[src/rtl/lift_controller_n.sv]
// N-floor SCAN lift controller: latched hall calls, sensor-tracked position, door dwell, motor drive.
// Define LIFT_IDLE_HOME_EN to return the car to floor 0 after IDLE_HOME idle cycles.

module lift_call_latch (
  input  logic clock,
  input  logic n_reset,
  input  logic press_n,
  input  logic clr,
  output logic pend,
  output logic eff
);
  always_ff @(posedge clock or negedge n_reset)
    if (!n_reset)      pend <= 1'b0;
    else if (clr)      pend <= 1'b0;
    else if (!press_n) pend <= 1'b1;

  // Scheduling view: a press counts in the very cycle it is seen, unless this floor is dwelling.
  assign eff = !clr && (pend || !press_n);
endmodule

module lift_controller_n #(
  parameter  int FLOORS    = 4,
  parameter  int DWELL     = 50000000,
  parameter  int IDLE_HOME = 500000000,
  localparam int FW        = $clog2(FLOORS)
) (
  input  logic              clock,
  input  logic              n_reset,
  input  logic [FLOORS-1:0] floor_n,
  input  logic [FLOORS-1:0] call_n,
  output logic              direction,
  output logic              enable,
  output logic [FLOORS-1:0] indicator,
  output logic [FW-1:0]     cur_floor,
  output logic [2:0]        state_code
);
  localparam int DCW = $clog2(DWELL + 1);
  localparam int ICW = $clog2(IDLE_HOME + 1);
  localparam int CW  = (DCW > ICW) ? DCW : ICW;

  typedef enum logic [2:0] {
    S_HOMING = 3'd0,
    S_IDLE   = 3'd1,
    S_DWELL  = 3'd2,
    S_UP     = 3'd3,
    S_DOWN   = 3'd4
  } state_t;

  state_t            state, state_nx;
  logic              dir, dir_nx;
  logic [FW-1:0]     cur_nx;
  logic [CW-1:0]     tmr, tmr_nx;
  logic [FLOORS-1:0] pend, eff, clr;
  logic              hit;
  logic [FW-1:0]     k;
  logic              above, below, beyond_up, beyond_dn;
  logic              go_up, go_dn;
  logic              run_on;

  function automatic logic any_in(input logic [FLOORS-1:0] m, input logic [FW-1:0] pos,
                                  input logic up);
    any_in = 1'b0;
    for (int i = 0; i < FLOORS; i++)
      if (m[i] && (up ? (i > int'(pos)) : (i < int'(pos)))) any_in = 1'b1;
  endfunction

  for (genvar g = 0; g < FLOORS; g++) begin : g_call
    assign clr[g] = (state == S_DWELL) && (cur_floor == FW'(g));
    lift_call_latch u_call (
      .clock   (clock),
      .n_reset (n_reset),
      .press_n (call_n[g]),
      .clr     (clr[g]),
      .pend    (pend[g]),
      .eff     (eff[g])
    );
  end

  // Lowest active sensor wins if several are (illegally) active.
  always_comb begin
    hit = 1'b0;
    k   = '0;
    for (int i = FLOORS - 1; i >= 0; i--)
      if (!floor_n[i]) begin
        hit = 1'b1;
        k   = FW'(i);
      end
  end

  assign above     = any_in(eff, cur_floor, 1'b1);
  assign below     = any_in(eff, cur_floor, 1'b0);
  assign beyond_up = any_in(eff, k, 1'b1);
  assign beyond_dn = any_in(eff, k, 1'b0);
  assign go_up     = above && (dir || !below);
  assign go_dn     = !go_up && below;

`ifdef LIFT_IDLE_HOME_EN
  logic home_run, home_nx;
  assign run_on = home_run;
`else
  assign run_on = 1'b0;
`endif

  always_comb begin
    state_nx = state;
    dir_nx   = dir;
    cur_nx   = cur_floor;
    tmr_nx   = '0;
    enable   = 1'b1;
`ifdef LIFT_IDLE_HOME_EN
    home_nx  = home_run;
`endif
    case (state)
      S_HOMING: begin
        dir_nx = 1'b0;
        enable = !floor_n[0];
        if (!floor_n[0]) begin
          cur_nx   = '0;
          state_nx = S_IDLE;
        end
      end
      S_IDLE: begin
        if (eff[cur_floor]) state_nx = S_DWELL;
        else if (go_up) begin
          state_nx = S_UP;
          dir_nx   = 1'b1;
        end else if (go_dn) begin
          state_nx = S_DOWN;
          dir_nx   = 1'b0;
        end
`ifdef LIFT_IDLE_HOME_EN
        else if (cur_floor != '0) begin
          if (tmr == CW'(IDLE_HOME - 1)) begin
            state_nx = S_DOWN;
            dir_nx   = 1'b0;
            home_nx  = 1'b1;
          end else tmr_nx = tmr + 1'b1;
        end
`endif
      end
      S_DWELL: begin
        // Own-floor call is already masked out of eff, so this is the plain departure rule.
        if (tmr == CW'(DWELL - 1)) begin
          if (go_up) begin
            state_nx = S_UP;
            dir_nx   = 1'b1;
          end else if (go_dn) begin
            state_nx = S_DOWN;
            dir_nx   = 1'b0;
          end else state_nx = S_IDLE;
        end else tmr_nx = tmr + 1'b1;
      end
      S_UP: begin
        enable = 1'b0;
        if (hit && k != cur_floor) begin
          cur_nx = k;
          if (eff[k] || k == FW'(FLOORS - 1) || !beyond_up) begin
            enable   = 1'b1;
            state_nx = eff[k] ? S_DWELL : S_IDLE;
          end
        end
      end
      S_DOWN: begin
        enable = 1'b0;
        if (hit && k != cur_floor) begin
          cur_nx = k;
          // A return-to-ground run ignores the empty-below rule and only stops at 0 or a call.
          if (eff[k] || k == '0 || (!run_on && !beyond_dn)) begin
            enable   = 1'b1;
            state_nx = eff[k] ? S_DWELL : S_IDLE;
`ifdef LIFT_IDLE_HOME_EN
            home_nx  = 1'b0;
`endif
          end
        end
      end
      default: state_nx = S_HOMING;
    endcase
  end

  always_ff @(posedge clock or negedge n_reset)
    if (!n_reset) begin
      state     <= S_HOMING;
      dir       <= 1'b0;
      cur_floor <= '0;
      tmr       <= '0;
    end else begin
      state     <= state_nx;
      dir       <= dir_nx;
      cur_floor <= cur_nx;
      tmr       <= tmr_nx;
    end

`ifdef LIFT_IDLE_HOME_EN
  always_ff @(posedge clock or negedge n_reset)
    if (!n_reset) home_run <= 1'b0;
    else          home_run <= home_nx;
`endif

  assign direction  = dir;
  assign indicator  = ~pend;
  assign state_code = state;
endmodule
[config.mk]
export PLATFORM = sky130hd
export DESIGN_NAME = lift_controller_n
export DESIGN_NICKNAME = d
export VERILOG_FILES = /design/src/rtl/lift_controller_n.sv
export SDC_FILE = /design/constraint.sdc
export NUM_CORES = 1
export LEC_CHECK = 0
export CAP_MARGIN = 20
export CORE_MARGIN = 2
export CORE_UTILIZATION = 55
export CTS_CLUSTER_DIAMETER = 40
export DETAILED_ROUTE_END_ITERATION = 12
export GPL_ROUTABILITY_DRIVEN = 0
export PLACE_DENSITY_LB_ADDON = 0.05
export SYNTH_ARGS = -nofsm -noshare
export SYNTH_HDL_FRONTEND = slang
export SYNTH_SLANG_ARGS = --single-unit
[constraint.sdc]
create_clock -name clock -period 2.5 [get_ports clock]
set_input_delay 0.5 -clock clock [delete_from_list [all_inputs] [get_ports clock]]
set_output_delay 0.5 -clock clock [all_outputs]
set_load 0.02 [all_outputs]
* Word-level counts from Yosys, hierarchy flattened
Index checks and enable logic that the tools add are counted.
Word-level totals: flip-flop bits (word level) 39, output and inout port bits 11, bits of input ports 10
Operators by class: equality and inequality tests 23, multiplexer cells 60, magnitude comparators 14, reduce and logical (&&, ||, !) cells 54, add/sub/neg operators 1, bitwise operators 1
Operator list (count):
- two-way mux 29 bit | 2
- two-way mux 1 bit | 34
- two-way mux 3 bit | 11
- adder 29 x 1 -> 29 bit (second input constant) | 1
- == test 29 x 26 -> 1 bit (second input constant) | 1
- logical AND 1 bit | 23
- one-hot mux 3 bit (5 select lines) | 1
- two-way mux 2 bit | 7
- zero test 1 bit | 13
- inequality test 2 x 1 -> 1 bit (second input constant) | 6
- inequality test 2 bit (second input constant) | 6
- logical OR 1 bit | 9
- greater-than comparator 2 bit (first input constant) | 4
- < comparator 1 x 2 -> 1 bit (first input constant) | 4
- AND reduction 7 bit | 1
- == test 2 bit (second input constant) | 3
- == test 3 x 2 -> 1 bit (second input constant) | 2
- < comparator 2 x 3 -> 1 bit (second input constant) | 2
- one-hot mux 1 bit (3 select lines) | 2
- AND reduction 3 bit | 2
- binary-select mux 1 bit (select 2 bit) | 2
- greater-than comparator 1 x 2 -> 1 bit (first input constant) | 2
- zero test 2 bit | 2
- < comparator 2 bit (first input constant) | 2
- other kinds (11) | 11

* Depth between registers and ports, before layout
depth in word-level cells 17, depth in mapped cells 9, depth with buffers taken out 8

* Hierarchy
A second synthesis with hierarchy kept.
Second synthesis, totals: cell total of the unflattened synthesis 285, area total of the unflattened synthesis 2466.1 sq um
By module, submodules not included:
- lift_controller_n | area each 2311.0 sq um, cells an instance 269, times used 1
- lift_call_latch | area each 38.8 sq um, cells an instance 4, times used 4

* Worst setup path before layout
OpenSTA, ideal clock, no wires.
kind register to output, start point register state[2], in the netlist state_code[2], end point output port enable, path buffers 1, stages on the path, launching flop included 9, data required time 2.000 ns, slack 0.149 ns, arrival time 1.851 ns, cell sequence dfrtp_1 buf_4 and4bb_1 o311ai_1 o211ai_1 nand2_1 o41ai_1 o21ai_0 o211a_1
Between the ends: word-level cells in the longest chain between the ends 13, elaborated cells on any way between the ends 41, classes of those cells 3 x eq/ne; 13 x mux; 25 x reduce/logical
Ends and longest elaborated chain:
- start, declared | line 49 | state_t state, state_nx;
- start signal, assigned | line 188 | state <= state_nx;
- == test 3 x 2 -> 1 bit | line 68 | assign clr[g] = (state == S_DWELL) && (cur_floor == FW'(g));
- logical AND 1 bit | line 68
- zero test 1 bit | line 18 | assign eff = !clr && (pend || !press_n);
- logical AND 1 bit | line 18
- logical AND 1 bit | line 64 | if (m[i] && (up ? (i > int'(pos)) : (i < int'(pos)))) any_in = 1'b1;
- two-way mux 1 bit (3 in series) | line 64
- zero test 1 bit (on tied branches) | line 168, 157
- logical OR 1 bit (on tied branches) | line 168, 157
- two-way mux 1 bit (on tied branches) | line 168, 157
- two-way mux 1 bit (on tied branches) | line 165, 155
- one-hot mux 1 bit (3 select lines) * | line 113 | case (state)
- end, declared | line 32 | output logic enable,
Every way passes the cells marked *; elsewhere a longest branch is shown, timed or not. The select of a mux whose other input is x is not followed.

* Worst setup path in the final report
start point register state[0], in the netlist state_code[0], end point output port enable
Same word-level chain as after synthesis.

==> flow_summary.yaml <==
outcome:
  status: "finished with violations"
  violations: "negative setup slack"
yosys:
  syn_inst: 277
  avgSynthCellArea_um2: 8.58
  synthFlopType: "dfrtp_1"
  syn_area_mm2: 0.00238
  synth-seq-cells: 39
  synthArstFlopShare_pct: 100
  synth_edf_count: 0
  syn_nets: 288
  yosysSeqAreaShare_pct: 41.1
  synth_cell_types: 50
  ys_warn_count: 0
critical_path:
  cp_cell_sequence: "and4bb_2, o311ai_2, o211ai_1, nand2_1, o41ai_4, nand2_1, o211a_1, buf_6"
  worstSetupPathType: "register to primary output"
  cp_common_cell: "nand2_1"
  cp_num_buf_inv: 1
  worstSetupEndpointType: "primary output"
  crit_slowest_cell: "dfrtp_1"
  cp_data_required_time_ns: 2.00
  crit_fanout: 3
  cp.arrival_ns: 2.29
  cp_slowest_stage_delay_ns: 0.41
  start_kind: "register"
  cp_top_family: "compound AO/OA/AOI/OAI gates"
grt:
  antenna_found_initial: 0
  grt_overflow: 0
  track_usage_pct: 26.8
  grt_max_degree: 40
  grt_pass1_vias: 2310
  grt_pass1_wl_um: 10600
floorplan:
  start_util_pct: 58.2
  die_x_um: 69.7
  dieArea_mm2: 0.00486
  dieHeight_um: 69.7
  io_pins: 21
  rows: 23
  core_mm2: 0.00409
clock_tree:
  clk_pin_slew_ns: 0.08
  clock_path_buffers: 2
  cts.sinks: 39
  clk_latency_ns: 0.29
  cts_tree: "yes"
  root_buffer: "clkbuf_8"
  h-tree-depth: 2
  cts_inserted_buffers: 5
layout:
  antennaDiodeCount: 0
  multi_input_area_mm2: 0.00143
  fillers: 259
  drive_gt1_share_pct: 28.7
  area_growth_syn_to_layout_pct: 39.5
  final_common_cell: "buf_4"
  nets: 373
  finalInstanceArea_mm2: 0.00332
  most-common-layout-cells: "buf_4 (67), nor2_1 (45), dfrtp_1 (38), nand2_1 (27)"
  regArea_um2: 977
placed_design:
  placed_area_mm2: 0.00296
  portBuffers: 20
  dp_hpwl_um: 4270
sta:
  slew_headroom_pct: 40.1
  final.period_utilization_pct: 112
  fin_skew_ns: 0.00741
  slew_violations: 0
  setup_viol: 1
  tightest_slew_ns: 0.899
  setup_slack_ns: -0.294
  rsz0062_at_grt: "true"
  worst_hold_slack_ns: 0.335
  max_freq_mhz: 358
  hold_viol_final: 0
  post-route-min-period_ns: 2.79
power_and_ir_drop:
  combPwrFrac_pct: 55.6
  swShare_pct: 39.3
  pwr-share-seq_pct: 29.0
  leakage_nw: 1.45
  finalPower_mw: 2.65
  p_switching_mw: 1.04
  irDropWorstVdd_mv: 0.620
  clkPwrFrac_pct: 15.4
  power.density_mw_per_mm2: 799
  internal_power_mw: 1.61
flow_run:
  cap_violations: 0
routing:
  drt_pass1_iterations: 5
  postRouteAntennaNets: 0
  vias_per_cell: 5.94
  drt_iter0_markers: 281
  num_vias: 2455
  wl_per_cell_um: 16.8
  drt-total-wl_um: 6950
  drc: 0
hold_path:
  min_path_type: "input port to async pin"
-- worst paths after layout --
check	start	to	slack, ns	depth (start not counted)
setup / recovery	state_code[0]	enable	-0.29	8
hold / removal	n_reset	tmr[21]	0.33	1
setup reg to reg	state_code[0]	state_code[1]	0.06	9
hold reg to reg	tmr[0]	tmr[0]	0.49	1
max in group asynchronous	n_reset	cur_floor[0]	1.55	1
min in group clock	tmr[0]	tmr[0]	0.49	1
-- power by group through the flow --
stage / logic (mW) / registers [mW] / clock network [mW]
6_report: 1.47 / 0.768 / 0.409
5_1_grt: 1.57 / 0.777 / 0.449
3_3_place_gp: 1.19 / 0.770 / 0
3_5_place_dp: 1.21 / 0.773 / 0
4_1_cts: 1.33 / 0.760 / 0.412
2_1_floorplan: 0.644 / 0.795 / 0
-- synthesized netlist by cell type (2+ instances only) --
master / instances / area share [%]
nor4bb_1: 2 / 0.84
nor4_1: 3 / 0.79
xor2_1: 17 / 6.3
a221o_1: 3 / 1.3
xnor2_1: 10 / 3.7
o211ai_1: 3 / 0.95
or4b_1: 2 / 0.84
inv_2: 2 / 0.32
dfrtp_1: 39 / 41
nand4_1: 6 / 1.6
a211oi_1: 2 / 0.63
nor3_1: 13 / 2.7
o311ai_1: 2 / 0.74
nand2_1: 29 / 4.6
nand3_1: 17 / 3.6
o32ai_1: 2 / 0.74
and3_1: 2 / 0.53
o21ai_0: 5 / 1.1
o21ai_1: 3 / 0.63
nand2b_1: 7 / 1.8
inv_1: 11 / 1.7
a221oi_1: 2 / 0.74
clkbuf_1: 3 / 0.47
a21oi_1: 11 / 2.3
nor2_1: 45 / 7.1
buf_2: 6 / 1.3
o41ai_1: 2 / 0.74
a21boi_1: 2 / 0.63
nor2b_1: 5 / 1.3
-- area by class of cell --
class                      count  share of cell area (%)
clock inverter                 1                   0.151
tap                           50                    1.89
multi-input combinational    214                    43.0
clock buffer                   7                    2.30
inverter                      13                    1.47
timing repair buffer          89                    21.8
sequential                    39                    29.5
-- timing repair --
action	in CTS	in global routing
resized for setup	28	16
buffers inserted	15	8
setup endpoints to repair	4	5
pin swaps	8	13
hold buffers	0	0
-- worst reg2reg max path: cells and delay by family, from the launching register on --
kind	cells	cell delay [ns]
buffers and inverters	2	0.28
AND/OR/NAND/NOR	3	0.86
flip-flops	1	0.41
multiplexers	1	0.31
AO/OA/AOI/OAI	3	0.48
-- cell families after synthesis --
| family | count (synthesis) | synth area share [%] |
|---|---|---|
| and+or+nand+nor | 138 | 28.9 |
| AOI/OAI and AO/OA | 46 | 13.7 |
| DFF | 39 | 41.1 |
| xor gates and xnor gates | 27 | 9.95 |
| buffers and inverters | 24 | 4.26 |
| muxes | 2 | 1.58 |
| adders and majority gates | 1 | 0.526 |
-- through the flow --
stage                     cells  setup TNS, ns  utilization [%]  setup slack (ns)
after floorplan             277              0                -             0.149
after global placement      386          -2.19             72.4            -0.804
after detailed placement    386          -2.60             72.4            -0.869
after CTS                   409         -0.341             78.6            -0.227
after global routing        413         -0.451             81.2            -0.362
final                       413         -0.294             81.2            -0.294
-- registers in the layout, summed over array words and instances (netlist names) --
name / cells
cur_floor: 2
direction: 1
g_call.u_call.pend: 4
state_code: 3
tmr: 29
-- routing by layer --
| metal | track usage (%) | part of all wire (%) | vias up |
|---|---|---|---|
| li1 | - | - | 1144 |
| met1 | 38.8 | 44 | 1177 |
| met2 | 40.3 | 48 | 123 |
| met3 | 6.10 | 6.7 | 11 |
| met4 | 7.69 | 1.1 | 0 |
| met5 | 0 | 0 | - |
Note: power is estimated with default switching activity, not from simulation.
